File: config.mk
export PLATFORM = sky130hd
export DESIGN_NAME = rom_load_sequencer
export DESIGN_NICKNAME = d
export VERILOG_FILES = /design/src/rtl/rom_load_sequencer.sv
export SDC_FILE = /design/constraint.sdc
export NUM_CORES = 1
export LEC_CHECK = 0
export BUFFER_PORTS_ARGS = -buffer_cell sky130_fd_sc_hd__buf_2
export CORE_ASPECT_RATIO = 0.5
export CORE_MARGIN = 8
export CORE_UTILIZATION = 30
export CTS_CLUSTER_SIZE = 10
export DETAILED_ROUTE_END_ITERATION = 8
export SYNTH_ARGS = -nofsm -noshare
export SYNTH_HDL_FRONTEND = slang
export SYNTH_SLANG_ARGS = --single-unit
File: constraint.sdc
create_clock -name clk_74a -period 4.1 [get_ports clk_74a]
set_input_delay 0.615 -clock clk_74a [delete_from_list [all_inputs] [get_ports clk_74a]]
set_output_delay 0.615 -clock clk_74a [all_outputs]
set_load 0.02 [all_outputs]
File: src/rtl/rom_load_sequencer.sv
// ROM load sequencer: owns the ROM write port; clears the ROM, then streams
//   buffered loader bytes into it and finally releases the CPU from reset.
// Ports: clk_74a/reset_n; load_start/load_done host pulses; loader_wr_* byte
//   stream in; mem_* registered ROM write port; cpu_reset_n, busy, overflow.
// Optional: define ROM_CLEAR_EN to include the CLEAR state and clear engine;
//   without it load_start goes straight to LOAD.
module rom_load_sequencer #(
  parameter int         FIFO_DEPTH  = 16,
  parameter logic [7:0] CLEAR_VALUE = 8'hFF
) (
  input  logic        clk_74a,
  input  logic        reset_n,
  input  logic        load_start,
  input  logic        load_done,
  input  logic        loader_wr_en,
  input  logic [14:0] loader_wr_addr,
  input  logic [7:0]  loader_wr_data,
  output logic        mem_we,
  output logic [14:0] mem_addr,
  output logic [7:0]  mem_data,
  output logic        cpu_reset_n,
  output logic        busy,
  output logic        overflow
);

  localparam int AW = (FIFO_DEPTH > 1) ? $clog2(FIFO_DEPTH) : 1;
  typedef logic [AW:0] ptr_t;
  localparam ptr_t PTR_ONE = ptr_t'(1);
  localparam ptr_t DEPTH_P = ptr_t'(FIFO_DEPTH);

  typedef enum logic [1:0] {
    ST_IDLE  = 2'd0,
`ifdef ROM_CLEAR_EN
    ST_CLEAR = 2'd1,
`endif
    ST_LOAD  = 2'd2,
    ST_RUN   = 2'd3
  } state_t;

`ifdef ROM_CLEAR_EN
  localparam state_t ST_START = ST_CLEAR;
`else
  localparam state_t ST_START = ST_LOAD;
`endif

  state_t      state_q, state_d;
  ptr_t        wr_ptr_q, wr_ptr_d, rd_ptr_q, rd_ptr_d;
  logic        done_pending_q, done_pending_d;
  logic        overflow_q, overflow_d;
  logic        mem_we_q, mem_we_d;
  logic [14:0] mem_addr_q, mem_addr_d;
  logic [7:0]  mem_data_q, mem_data_d;
  logic        cpu_reset_n_q, cpu_reset_n_d;
  logic        fifo_push;
  logic [22:0] fifo_mem [FIFO_DEPTH];
  ptr_t        fifo_cnt;
  logic        fifo_empty, fifo_full;
  logic        load_exit, restart;

`ifdef ROM_CLEAR_EN
  logic [14:0] clr_cnt_q, clr_cnt_d;
`else
  logic        unused_clear_value;
  assign unused_clear_value = ^CLEAR_VALUE;
`endif

  // Extra pointer bit distinguishes full from empty when indices match.
  assign fifo_cnt   = wr_ptr_q - rd_ptr_q;
  assign fifo_empty = (fifo_cnt == '0);
  assign fifo_full  = (fifo_cnt == DEPTH_P);

  // A load_done arriving this very cycle counts, so the exit is not delayed.
  assign load_exit = (state_q == ST_LOAD) && (done_pending_q || load_done) &&
                     fifo_empty && !loader_wr_en;
  assign restart   = load_start && ((state_q == ST_IDLE) || (state_q == ST_RUN));

  // State register
  always_ff @(posedge clk_74a or negedge reset_n) begin
    if (!reset_n) state_q <= ST_IDLE;
    else          state_q <= state_d;
  end

  // Next-state logic
  always_comb begin
    state_d = state_q;
    case (state_q)
      ST_IDLE, ST_RUN: if (load_start) state_d = ST_START;
`ifdef ROM_CLEAR_EN
      ST_CLEAR:        if (clr_cnt_q == 15'h7FFF) state_d = ST_LOAD;
`endif
      ST_LOAD:         if (load_exit) state_d = ST_RUN;
      default:         state_d = ST_IDLE;
    endcase
  end

  // Output / datapath logic
  always_comb begin
    wr_ptr_d       = wr_ptr_q;
    rd_ptr_d       = rd_ptr_q;
    done_pending_d = done_pending_q;
    overflow_d     = overflow_q;
    mem_we_d       = 1'b0;
    mem_addr_d     = mem_addr_q;
    mem_data_d     = mem_data_q;
    cpu_reset_n_d  = 1'b0;
    fifo_push      = 1'b0;
`ifdef ROM_CLEAR_EN
    clr_cnt_d      = clr_cnt_q;
`endif
    case (state_q)
`ifdef ROM_CLEAR_EN
      ST_CLEAR: begin
        mem_we_d   = 1'b1;
        mem_addr_d = clr_cnt_q;
        mem_data_d = CLEAR_VALUE;
        clr_cnt_d  = clr_cnt_q + 15'd1;  // wraps to 0 after the last address
        if (loader_wr_en) begin
          if (fifo_full) begin
            overflow_d = 1'b1;
          end else begin
            fifo_push = 1'b1;
            wr_ptr_d  = wr_ptr_q + PTR_ONE;
          end
        end
        if (load_done) done_pending_d = 1'b1;
      end
`endif
      ST_LOAD: begin
        if (!fifo_empty) begin
          mem_we_d                 = 1'b1;
          {mem_addr_d, mem_data_d} = fifo_mem[rd_ptr_q[AW-1:0]];
          rd_ptr_d                 = rd_ptr_q + PTR_ONE;
          // The pop frees a slot this cycle, so a simultaneous push never drops.
          if (loader_wr_en) begin
            fifo_push = 1'b1;
            wr_ptr_d  = wr_ptr_q + PTR_ONE;
          end
        end else if (loader_wr_en) begin
          // Empty buffer: bypass straight to the ROM port for 1-cycle latency.
          mem_we_d   = 1'b1;
          mem_addr_d = loader_wr_addr;
          mem_data_d = loader_wr_data;
        end
        done_pending_d = load_exit ? 1'b0 : (done_pending_q | load_done);
      end
      ST_RUN:  cpu_reset_n_d = 1'b1;
      default: ;
    endcase
    if (restart) begin
      cpu_reset_n_d  = 1'b0;
      wr_ptr_d       = '0;
      rd_ptr_d       = '0;
      done_pending_d = 1'b0;
      overflow_d     = 1'b0;
`ifdef ROM_CLEAR_EN
      clr_cnt_d      = '0;
`endif
    end
  end

  always_ff @(posedge clk_74a or negedge reset_n) begin
    if (!reset_n) begin
      wr_ptr_q       <= '0;
      rd_ptr_q       <= '0;
      done_pending_q <= 1'b0;
      overflow_q     <= 1'b0;
      mem_we_q       <= 1'b0;
      mem_addr_q     <= '0;
      mem_data_q     <= '0;
      cpu_reset_n_q  <= 1'b0;
`ifdef ROM_CLEAR_EN
      clr_cnt_q      <= '0;
`endif
    end else begin
      wr_ptr_q       <= wr_ptr_d;
      rd_ptr_q       <= rd_ptr_d;
      done_pending_q <= done_pending_d;
      overflow_q     <= overflow_d;
      mem_we_q       <= mem_we_d;
      mem_addr_q     <= mem_addr_d;
      mem_data_q     <= mem_data_d;
      cpu_reset_n_q  <= cpu_reset_n_d;
`ifdef ROM_CLEAR_EN
      clr_cnt_q      <= clr_cnt_d;
`endif
    end
  end

  // Buffer storage carries no reset; the pointers alone define validity.
  always_ff @(posedge clk_74a) begin
    if (fifo_push) fifo_mem[wr_ptr_q[AW-1:0]] <= {loader_wr_addr, loader_wr_data};
  end

  assign mem_we      = mem_we_q;
  assign mem_addr    = mem_addr_q;
  assign mem_data    = mem_data_q;
  assign cpu_reset_n = cpu_reset_n_q;
  assign overflow    = overflow_q;
`ifdef ROM_CLEAR_EN
  assign busy = (state_q == ST_CLEAR) || (state_q == ST_LOAD);
`else
  assign busy = (state_q == ST_LOAD);
`endif

endmodule

# Word level (Yosys, flattened, before mapping)

Memory sizes are Yosys's and may differ from the RTL's.
Index checks and enable logic that the tools add are counted.
Widths: inputs -> output; s select.

Bits in registers: 38
Input bits: 28
Memories: 1
Output and inout bits: 27
Memory bits (writable): 368
Logic and storage cells: 61

Reductions and logical operators: 16
Equal/unequal tests: 6
Bitwise gates (word level): 1
Muxes and demuxes: 26
Add/subtract/negate cells: 3

Memories:

| name     | words | width | read ports | clocked after Yosys merged registers in | wr ports | line | text |
|---|---|---|---|---|---|---|---|
| fifo_mem | 16    | 23    | 1          | 0                                       | 1        | 55   | `logic [22:0] fifo_mem [FIFO_DEPTH];` |

Operator list:

| operator            | count |
|---|---|
| $mux 5              | 7 |
| $mux 15             | 2 |
| $mux 8              | 2 |
| $mux 1              | 12 |
| $add 5x1->5 const B | 2 |
| $reduce_and 2->1    | 3 |
| $logic_not 5->1     | 1 |
| $sub 5x5->5         | 1 |
| $eq 2x2->1 const B  | 2 |
| $logic_and 1x1->1   | 4 |
| $mux 2              | 2 |
| $ne 2x1->1 const B  | 2 |
| $ne 2x2->1 const B  | 2 |
| $pmux 2 s2          | 1 |
| $reduce_bool 2->1   | 2 |
| $reduce_and 3->1    | 1 |
| $logic_not 2->1     | 1 |
| $logic_or 1x1->1    | 2 |
| $reduce_or 2->1     | 1 |
| $logic_not 1->1     | 1 |
| $or 1x1->1          | 1 |

# Logic depth before layout (Yosys ltp)

Gate-level depths: netlist of run 1.

Depth in word-level cells: 7
Gate-level depth with buffers: 11
Depth with buffers taken out: 7

# Worst setup path before layout of run 1

No wires, ideal clock.

Path kind: reg2reg
Start: reg rd_ptr_q[1]
End: mem fifo_mem[3][0] (enable)
Required time: 3.668 ns
Setup slack: -0.069 ns
Stages on the path, launching flop included: 12
Clock period less this slack: 4.169 ns
Setup time: 0.432 ns
Buffers on the path: 4
Arrival: 3.737 ns
Cell sequence: dfrtp_1 -> clkbuf_1 -> buf_2 -> buf_1 -> inv_1 -> ha_1 -> nand2b_4 -> and3_1 -> o211ai_1 -> buf_2 -> nand3_1 -> nor3_1

Longest elaborated chain between the ends: 6

RTL lines:

| item                         | line | text |
|---|---|---|
| start: declaration           | 47   | `ptr_t wr_ptr_q, wr_ptr_d, rd_ptr_q, rd_ptr_d;` |
| start signal: assignment     | 176  | `rd_ptr_q <= rd_ptr_d;` |
| $sub 5x5->5                  | 68   | `assign fifo_cnt = wr_ptr_q - rd_ptr_q;` |
| $logic_not 5->1              | 69   | `assign fifo_empty = (fifo_cnt == '0);` |
| $mux 1                       | 129  | `if (!fifo_empty) begin` |
| $mux 1                       | 110  | `case (state_q)` |
| $mux 1                       | 191  | `if (fifo_push) fifo_mem[wr_ptr_q[AW-1:0]] <= {loader_wr_addr, loader_wr_data};` |
| $mux 1 (implied by the code) | 191  |  |
| end: declaration             | 55   |  |

No other way between the ends.

# Worst setup path after layout of run 1

Start: reg wr_ptr_q[3]
End: mem fifo_mem[9][12] (enable)

Longest elaborated chain between the ends: 6

RTL lines:

| item                         | line | text |
|---|---|---|
| start: declaration           | 47   |  |
| start signal: assignment     | 175  | `wr_ptr_q <= wr_ptr_d;` |
| $sub 5x5->5                  | 68   |  |
| $logic_not 5->1              | 69   |  |
| $mux 1                       | 129  |  |
| $mux 1                       | 110  |  |
| $mux 1                       | 191  |  |
| $mux 1 (implied by the code) | 191  |  |

Parallel ways exist; a longest one is shown, timed or not.

==> impl_results.md, run 1 <==
* Crit Path Category: flop to flop
* Commonest cells after routing, fill and taps aside: 368 x edfxtp_1, 86 x mux4_2, 53 x buf_2, 46 x clkbuf_16, 45 x a22oi_1
* Critical R2R Capture: fifo_mem[9][12]
* Post-CTS Setup Repair Bufs at 0
* Layout cell share with drive strength beyond 1 at 27.8%
* Total number of vias at 7979
* Synth unique cells at 47
* Unrepaired setup endpoints after global routing: no
* Max-cap violations at 0
* Initial antenna violation count at 1
* Die ar. at 0.0611 mm^2
* Vias in the first global route at 8248
* Skew-Pair Late Insertion Delay at 0.55 ns
* Final setup fails at 0
* Critical Path AT at 3.41 ns
* Synth async-reset ratio at 9.36%
* Initial Utilization at 30.5%
* CORE AREA at 0.0522 mm^2
* Net count after synthesis at 809
* Fill count at 4788
* Antenna cells at 0
* Power per cell area at 644 mW/mm^2
* Endpoint type of the worst setup path: flop
* Worst-Margin Slew at 1.12 ns
* Worst EP required at 4.35 ns
* Detailed Place HPWL at 21500 um
* Commonest non-fill, non-tap cell in the layout: edfxtp_1
* Clk buf depth at 3
* Final WS setup at 0.939 ns
* Leak at 6.01 nW
* Setup TNS Final at 0 ns
* Port bufs at 53
* CTS Root Buffer Type: clkbuf_16
* Final worst-path cycle share at 77.1%
* Drt total wl at 36900 um
* Post-cts sizing count at 0
* Area growth from synthesis to layout at 16.3%
* Starting DRT DRC Count at 678
* Hold WS at 0.162 ns
* Rel. slew slack at 25.2%
* Worst r2r src: wr_ptr_q[3]
* CP max FO at 17
* Die W at 342 um
* Fin crit period at 3.16 ns
* Post-synthesis sequential area ratio at 75.4%
* GP Congestion at 0.801
* #FFs+latches synth at 406
* Dpl ws at 0.976 ns
* Ports at 55
* Maximum VDD drop at 0.000309 V
* R2R depth at 8
* Synth Area per Inst at 20.7 um^2
* Hold Buf Count CTS at 0
* Final nets at 900
* Post-Syn Instances at 769
* Max Freq at 316 MHz
* First-pass DRT Iterations at 5
* Startpoint Class: flop
* Clk pin slew, worst setup/hold paths at 0.06 ns
* Largest net degree at the start of global routing at 97
* Via/cell ratio at 4.99
* Site Rows at 59
* Hold Violations, Final at 0
* Main flop type after synthesis: edfxtp_1
* WL per Instance at 23.1 um
* Reg2Reg Setup Slack at 0.94 ns
* Clock sink count at 406
* Global route overflow at 0
* CTS tree: yes
* Clk_skew at 0.0145 ns
* Die Height at 179 um
* GRT Util Overall at 11.9%
* Synth warn at 0
* Routed Antenna Nets at 0
* Final max-slew violation count at 0
* First-pass GRT wire length at 55200 um
* Min-delay worst type: input port to asynchronous set/reset pin
* Outcome: finished, final reports clean
* DRC at 0
* CTS Buf Count at 46
* CTS HTree Levels at 2
* Netlist Area Pre-Place at 0.0159 mm^2
* Post-synth EDFFs at 368
power breakdown:
part           internal [mW]  switching, mW  leakage, nW
clock                   2.11           1.55        0.627
sequential              4.85          0.164         3.79
combinational           1.37           1.87         1.60
total                   8.34           3.58         6.01
cell type report:
class | count | area (um^2) | area share, %
clock inverter | 4 | 37.5 | 0.203
sequential | 406 | 12000 | 64.9
clock buffer | 82 | 1290 | 6.95
timing repair buffer | 85 | 543 | 2.93
multi-input combinational | 308 | 3720 | 20.1
tap | 701 | 877 | 4.74
inverter | 13 | 48.8 | 0.264
logic make-up (layout without fill, tap and decap cells):
family          after synthesis  in the layout  share of synthesized area, %
flops                       406            406                          75.4
simple gates                100            100                          3.12
compound gates               96             96                          5.07
mux                          96             96                          13.4
buf+inv                      55            184                          1.80
fa+ha+maj                    12             12                         0.943
xor+xnor                      3              3                         0.259
other cells                   1              1                        0.0236
critical path: stages, from the launching register on:
cell	delay, ns
dfrtp_1	0.70
ha_1	0.40
nor2_1	0.28
xnor2_1	0.15
o211ai_1	0.13
buf_4	0.21
nand3_1	0.26
nor2_2	0.50
buf_12	0.23
sequential cells by signal, indices dropped and copies added, names as in the netlist:
register / cells
cpu_reset_n: 1
done_pending_q: 1
fifo_mem: 368
mem_addr: 15
mem_data: 8
mem_we: 1
rd_ptr_q: 5
state_q: 2
wr_ptr_q: 5
Yosys cell counts, types with 2 or more instances:
master    number  area share, %
dfrtp_1       38            6.0
nor2_1        19           0.45
buf_1          4          0.094
xor2_2         2           0.20
and3_1         2          0.079
mux2i_1        4           0.25
nand2_1       30           0.71
a311oi_1       3           0.17
a21oi_1        6           0.19
buf_2          9           0.28
a31o_2         2           0.11
nand2b_1       6           0.24
o211ai_1       2          0.094
ha_1          12           0.94
nand3_1        9           0.28
buf_6          5           0.35
mux4_1         6           0.99
and2_1        25           0.98
inv_1         13           0.31
a221o_1       23            1.4
a22oi_1       45            2.1
o21ai_0        4           0.13
mux4_2        86             12
nor3_1         4           0.13
clkbuf_1      21           0.50
edfxtp_1     368             69
layer usage:
metal  vias to the layer above  share of wire [%]  GRT usage [%]  wire length, um
met5                         -                  0              0                0
li1                       3385                  -              -                -
met2                       241                 48           19.5            17700
met3                        44                6.5           2.57             2400
met4                         0                1.9           3.25              703
met1                      4309                 44           16.2            16100
worst max path at each step:
| stage | from | end | cells past startpoint |
|---|---|---|---|
| after floorplan | rd_ptr_q[1] | fifo_mem[7][0] | 11 |
| after global placement | wr_ptr_q[3] | fifo_mem[9][5] | 8 |
| after detailed placement | wr_ptr_q[3] | fifo_mem[9][1] | 8 |
| after CTS | wr_ptr_q[3] | fifo_mem[9][10] | 8 |
| after global routing | wr_ptr_q[3] | fifo_mem[9][10] | 8 |
| final | wr_ptr_q[3] | fifo_mem[9][12] | 8 |
per-stage QoR:
stage	utilization [%]	instance area (um^2)	total power, mW	instances
final	35.5	18500	11.9	1599
after global routing	35.5	18500	12.4	1599
after CTS	35.5	18500	12.1	1599
after detailed placement	32.9	17200	8.37	1513
after global placement	32.9	17200	8.31	1513
after floorplan	-	15900	7.38	769
Power figures use the tool's default switching activity.
==> run 2: changes to the inputs <==
==> constraint.sdc (replaced) <==
create_clock -name clk_74a -period 3.1 [get_ports clk_74a]
set_input_delay 0.465 -clock clk_74a [delete_from_list [all_inputs] [get_ports clk_74a]]
set_output_delay 0.465 -clock clk_74a [all_outputs]
set_load 0.02 [all_outputs]
==> run 2 against run 1 <==
Against the previous run:
- cell count increased by 0.44%
- die area unchanged
- worst hold slack got worse by 0.060 ns
- total power increased by 32%
- critical path depth increased by 1
- global-route usage decreased by 0.61 points
- count of clock-buffer cells in the layout decreased by 1
==> impl_results.md, run 2 (same netlist as run 1, synthesis figures left out) <==
* Max Freq at 356 MHz (+13%)
* Placed cells at 1520 (+0.46%)
* Cell family with most CP delay: simple AND/OR/NAND/NOR gates
* Worst EP required at 3.31 ns (-1.04 ns)
* Final worst-path cycle share at 90.5% (+13 points)
* Crit-path cells: inv_1 > ha_1 > nor2_1 > xnor2_1 > o211ai_1 > buf_4 > nand3_1 > nor2_4 > buf_4
* CTS tree: yes
* Startpoint Class: flop
* Vias in the first global route at 8452 (+2.5%)
* Final setup fails at 0 (unchanged)
* Layout Cells excl Fill at 1606 (+0.44%)
* Buf/Inv on CP at 3 (+1)
* DRC at 0 (unchanged)
* Max-cap violations at 0 (unchanged)
* Final Cell Area at 0.0187 mm^2 (+1.1%)
* Maximum VDD drop at 0.000514 V (+67%)
* First-pass GRT wire length at 53300 um (-3.4%)
* Placed inst area at 0.0174 mm^2 (+1.0%)
* CP most frequent cell: buf_4
* Commonest non-fill, non-tap cell in the layout: edfxtp_1
* Skew-Pair Late Insertion Delay at 0.54 ns (about the same)
* Endpoint type of the worst setup path: flop
* Rel. slew slack at 31.2% (+6.0 points)
* Drt total wl at 34600 um (-6.1%)
* Clk pin slew, worst setup/hold paths at 0.05 ns (about the same)
* CTS Root Buffer Type: clkbuf_16
* Fill count at 4755 (-0.69%)
* Post-cts sizing count at 0 (unchanged)
* Die W at 342 um (unchanged)
* Clock sink count at 406 (unchanged)
* Final max-slew violation count at 0 (unchanged)
* Starting DRT DRC Count at 614 (-9.4%)
* First-pass DRT Iterations at 5 (unchanged)
* Hold Violations, Final at 0 (unchanged)
* Critical Path AT at 3.02 ns (-0.39 ns)
* CTS HTree Levels at 2 (unchanged)
* Clk buf depth at 3 (unchanged)
* Worst-Margin Slew at 1.03 ns (-0.0889 ns)
* CTS Buf Count at 46 (unchanged)
* Max FFs per register at 368 (unchanged)
* Die Height at 179 um (unchanged)
* Antenna cells at 0 (unchanged)
* Crit-path slowest cell: dfrtp_1
* Initial Utilization at 30.5% (unchanged)
* Global route overflow at 0 (unchanged)
* GRT Util Overall at 11.3% (-0.61 points)
* Leak at 6.09 nW (+1.3%)
* Layout cell share with drive strength beyond 1 at 28.7% (+0.89 points)
* GP Congestion at 0.755 (-5.7%)
* Crit Path Category: flop to flop
* Initial antenna violation count at 0 (-1)
* Detailed Place HPWL at 20200 um (-6.0%)
* CORE AREA at 0.0522 mm^2 (unchanged)
* Port bufs at 53 (unchanged)
* Ports at 55 (unchanged)
* Total number of vias at 7847 (-1.7%)
* Fin crit period at 2.81 ns (-0.355 ns)
* Die ar. at 0.0611 mm^2 (unchanged)
* Final nets at 909 (+1.0%)
* Power per cell area at 842 mW/mm^2 (+31%)
* Routed Antenna Nets at 0 (unchanged)
* Largest net degree at the start of global routing at 96 (-1.0%)
* Min-delay worst type: input port to asynchronous set/reset pin
* Site Rows at 59 (unchanged)
* CP max stage delay at 0.41 ns (-0.29 ns)
* Unrepaired setup endpoints after global routing: no
* Via/cell ratio at 4.89 (-2.1%)
* Outcome: finished, final reports clean
* CP max FO at 14 (-3)
* Area growth from synthesis to layout at 17.6%
* WL per Instance at 21.6 um (-6.6%)
* Clk_skew at 0.0127 ns (-0.00179 ns)
* Setup TNS Final at 0 ns (unchanged)
* Commonest cells after routing, fill and taps aside: 368 x edfxtp_1, 86 x mux4_2, 53 x buf_2, 47 x clkbuf_16, 45 x a22oi_1
* Hold WS at 0.102 ns (-0.0601 ns)
[run 2: cell count changes in the layout (fill, tap and decap cells not counted), sizes merged]
| cell | before | now |
|---|---|---|
| buf | 85 | 94 |
| clkbuf | 82 | 81 |
| clkinv | 2 | 3 |
| inv | 15 | 13 |
[run 2: through the flow]
| step | power [mW] | setup slack [ns] | util (%) |
|---|---|---|---|
| after detailed placement | 11.0 | -0.120 | 33.3 |
| after CTS | 15.9 | 0.292 | 35.9 |
| after floorplan | 9.77 | -0.0327 | - |
| after global routing | 16.5 | 0.140 | 35.9 |
| final | 15.8 | 0.294 | 35.9 |
| after global placement | 10.9 | 0.00892 | 33.3 |
[run 2: layout make-up]
cell class / instances / area (um^2) / share of cell area, %
clock buffers: 81 / 1300 / 6.96
clock inverters: 3 / 37.5 / 0.200
inverters: 13 / 48.8 / 0.261
multi-input cells: 308 / 3750 / 20.0
flip-flops and latches: 406 / 12000 / 64.1
well taps: 701 / 877 / 4.68
repair buffers: 94 / 698 / 3.73
[run 2: worst register-to-register path, cell delays in order, from the launching register on]
cell and delay, ns:
dfrtp_1 0.41, inv_1 0.12, ha_1 0.37, nor2_1 0.27, xnor2_1 0.14, o211ai_1 0.10, buf_4 0.17, nand3_1 0.34
nor2_4 0.21, buf_4 0.32
[run 2: path summary, 6_finish.rpt]
kind | cells after the start | startpoint | slack [ns] | endpoint
max | 9 | rd_ptr_q[3] | 0.29 | fifo_mem[14][21]
min | 1 | reset_n | 0.10 | mem_addr[3]
max reg2reg | 9 | rd_ptr_q[3] | 0.29 | fifo_mem[14][21]
min reg2reg | 1 | mem_addr[6] | 0.51 | mem_addr[6]
max in group asynchronous | 1 | reset_n | 2.24 | rd_ptr_q[0]
min in group clk_74a | 3 | loader_wr_en | 0.27 | done_pending_q
[run 2: what timing repair did]
item / CTS / global route
hold buffers: 0 / 0
endpoints found under the setup margin: 169 / 0
setup buffers: 2 / 0
[run 2: where the power goes]
part           total, mW  internal, mW  leakage [nW]  switching [mW]
Clock               4.84          2.83         0.637            2.00
Combinational       4.33          1.88          1.67            2.45
Sequential          6.59          6.41          3.79           0.177
Total               15.8          11.1          6.09            4.63
[run 2: per-layer routing]
metal	vias up	part of all wire (%)	global-route usage, %
li1	3415	-	-
met4	0	1.9	3.18
met5	-	0	0
met3	54	4.9	1.92
met2	195	50	19.8
met1	4183	43	14.6
==> run 3: changes to the inputs <==
--- a/config.mk
+++ b/config.mk
@@ -11,6 +11,7 @@
 export CORE_UTILIZATION = 30
 export CTS_CLUSTER_SIZE = 10
 export DETAILED_ROUTE_END_ITERATION = 8
+export RECOVER_POWER = 50
 export SYNTH_ARGS = -nofsm -noshare
 export SYNTH_HDL_FRONTEND = slang
 export SYNTH_SLANG_ARGS = --single-unit
==> run 3 against run 2 <==
Against the previous run:
- the run now ends with capacitance limit, slew limit left
- combinational power is essentially flat
- total power down 0.14%
- non-clock buffer count stayed put
- clock power about the same
- critical path depth stayed put
- clock skew increased by 0.0021 ns
- cell area decreased by 0.24%
- critical path type unchanged
- largest power group unchanged
- highest routed layer unchanged
==> impl_results.md, run 3 (same netlist as run 1, synthesis figures left out) <==
* Hold Buf Count CTS at 0 (unchanged)
* Total number of vias at 7866 (+0.24%)
* Vias in the first global route at 8452 (unchanged)
* Ports at 55 (unchanged)
* Dpl ws at -0.120 ns (unchanged)
* WL per Instance at 21.6 um (about the same)
* Worst-Margin Slew at 2.46 ns (+1.43 ns)
* Endpoint type of the worst setup path: flop
* GP Congestion at 0.755 (unchanged)
* Drt total wl at 34600 um (about the same)
* Max-cap violations at 1 (+1)
* Final worst-path cycle share at 90.6% (about the same)
* Clk buf depth at 3 (unchanged)
* Clock sink count at 406 (unchanged)
* Power per cell area at 842 mW/mm^2 (about the same)
* Max Freq at 356 MHz (about the same)
* Critical R2R Capture: fifo_mem[14][21]
* Final nets at 909 (unchanged)
* Startpoint Class: flop
* Largest net degree at the start of global routing at 96 (unchanged)
* Final WS setup at 0.292 ns (-0.00190 ns)
* Antenna cells at 0 (unchanged)
* Post-cts sizing count at 0 (unchanged)
* Die Height at 179 um (unchanged)
* Leak at 5.98 nW (-1.7%)
* Worst r2r src: rd_ptr_q[3]
* Max FFs per register at 368 (unchanged)
* Die ar. at 0.0611 mm^2 (unchanged)
* Commonest cells after routing, fill and taps aside: 368 x edfxtp_1, 86 x mux4_2, 70 x clkbuf_1, 47 x clkbuf_16, 45 x a22oi_1
* CORE AREA at 0.0522 mm^2 (unchanged)
* Detailed Place HPWL at 20200 um (unchanged)
* Via/cell ratio at 4.90 (+0.24%)
* Violated checks: capacitance limit, slew limit
* Layout cell share with drive strength beyond 1 at 24.8% (-4.0 points)
* Unrepaired setup endpoints after global routing: no
* CTS Buf Count at 46 (unchanged)
* Area growth from synthesis to layout at 17.3%
* CTS Root Buffer Type: clkbuf_16
* Initial Utilization at 30.5% (unchanged)
* CTS tree: yes
* DRC at 0 (unchanged)
* Rel. slew slack at -63.9% (-95 points)
* Critical Path Source: rd_ptr_q[3]
* Global route overflow at 0 (unchanged)
* Hold Violations, Final at 0 (unchanged)
* Min-delay worst type: input port to flop
* Critical Path AT at 3.02 ns (about the same)
* CP endpoint: fifo_mem[14][21]
* Outcome: finished, violations left
* Setup TNS Final at 0 ns (unchanged)
* Starting DRT DRC Count at 645 (+5.0%)
* CP max FO at 14 (unchanged)
* Crit Path Category: flop to flop
* Commonest non-fill, non-tap cell in the layout: edfxtp_1
* Routed Antenna Nets at 0 (unchanged)
* First-pass DRT Iterations at 6 (+1)
* Clk pin slew, worst setup/hold paths at 0.06 ns (about the same)
* GRT Util Overall at 11.3% (unchanged)
* Fin crit period at 2.81 ns (+0.00190 ns)
* Maximum VDD drop at 0.000498 V (-3.1%)
* First-pass GRT wire length at 53300 um (unchanged)
* Site Rows at 59 (unchanged)
* Skew-Pair Late Insertion Delay at 0.54 ns (about the same)
* Die W at 342 um (unchanged)
* Clk_skew at 0.0148 ns (+0.00211 ns)
* Port bufs at 53 (unchanged)
* Final max-slew violation count at 39 (+39)
* CTS HTree Levels at 2 (unchanged)
* Worst EP required at 3.31 ns (about the same)
* Reg2Reg Setup Slack at 0.29 ns (about the same)
* R2R depth at 9 (unchanged)
* Final setup fails at 0 (unchanged)
* Initial antenna violation count at 0 (unchanged)
run 3: per-stage QoR:
| stage | utilization (%) | std cells | power, mW | instance area [um^2] | hold WS (ns) |
|---|---|---|---|---|---|
| floorplan | - | 769 | 9.77 | 16000 | 0.169 |
| CTS | 35.9 | 1606 | 15.9 | 18700 | 0.113 |
| finish | 35.8 | 1606 | 15.7 | 18700 | 0.269 |
| detailed placement | 33.3 | 1520 | 11.0 | 17400 | 0.496 |
| global placement | 33.3 | 1520 | 10.9 | 17400 | 0.489 |
| global route | 35.8 | 1606 | 16.5 | 18700 | 0.258 |
run 3: how the worst min path moves through the flow:
stage / slack, ns / to / cells after the start / from
global route: 0.26 / done_pending_q / 3 / load_done
CTS: 0.11 / mem_addr[9] / 1 / reset_n
finish: 0.27 / done_pending_q / 3 / loader_wr_en
detailed placement: 0.50 / mem_addr[7] / 1 / mem_addr[7]
floorplan: 0.17 / cpu_reset_n / 0 / reset_n
global placement: 0.49 / mem_addr[14] / 1 / mem_addr[14]
run 3: critical path: stages, from the launching register on:
cell,delay (ns)
dfrtp_1,0.40
inv_1,0.12
ha_1,0.38
nor2_1,0.27
xnor2_1,0.14
o211ai_1,0.10
buf_4,0.17
nand3_1,0.34
nor2_4,0.21
buf_4,0.32
run 3: what timing repair did:
item                                    in CTS  in global routing
endpoints found under the setup margin     169                  0
setup buffers                                2                  0
endpoints found under the hold margin        0                  0
run 3: layout make-up:
cell class,count,area (um^2)
fillers,4773,33500
multi-input cells,308,3750
inverters,13,48.8
flip-flops and latches,406,12000
clock inverters,3,37.5
repair buffers,94,653
clock buffers,81,1300
well taps,701,877
run 3: report_power, final:
group / switching (mW) / leakage [nW] / total, mW / internal [mW]
clock: 2.01 / 0.637 / 4.84 / 2.83
sequential: 0.181 / 3.79 / 6.60 / 6.41
combinational: 2.44 / 1.56 / 4.30 / 1.86
run 3: layer usage:
layer / vias to the layer above / part of all wire [%] / track usage, % / routed length, um
met5: - / 0 / 0 / 0
met4: 0 / 1.9 / 3.18 / 674
met3: 54 / 4.8 / 1.92 / 1670
met2: 192 / 50 / 19.8 / 17400
met1: 4203 / 43 / 14.6 / 14900
li1: 3417 / - / - / -
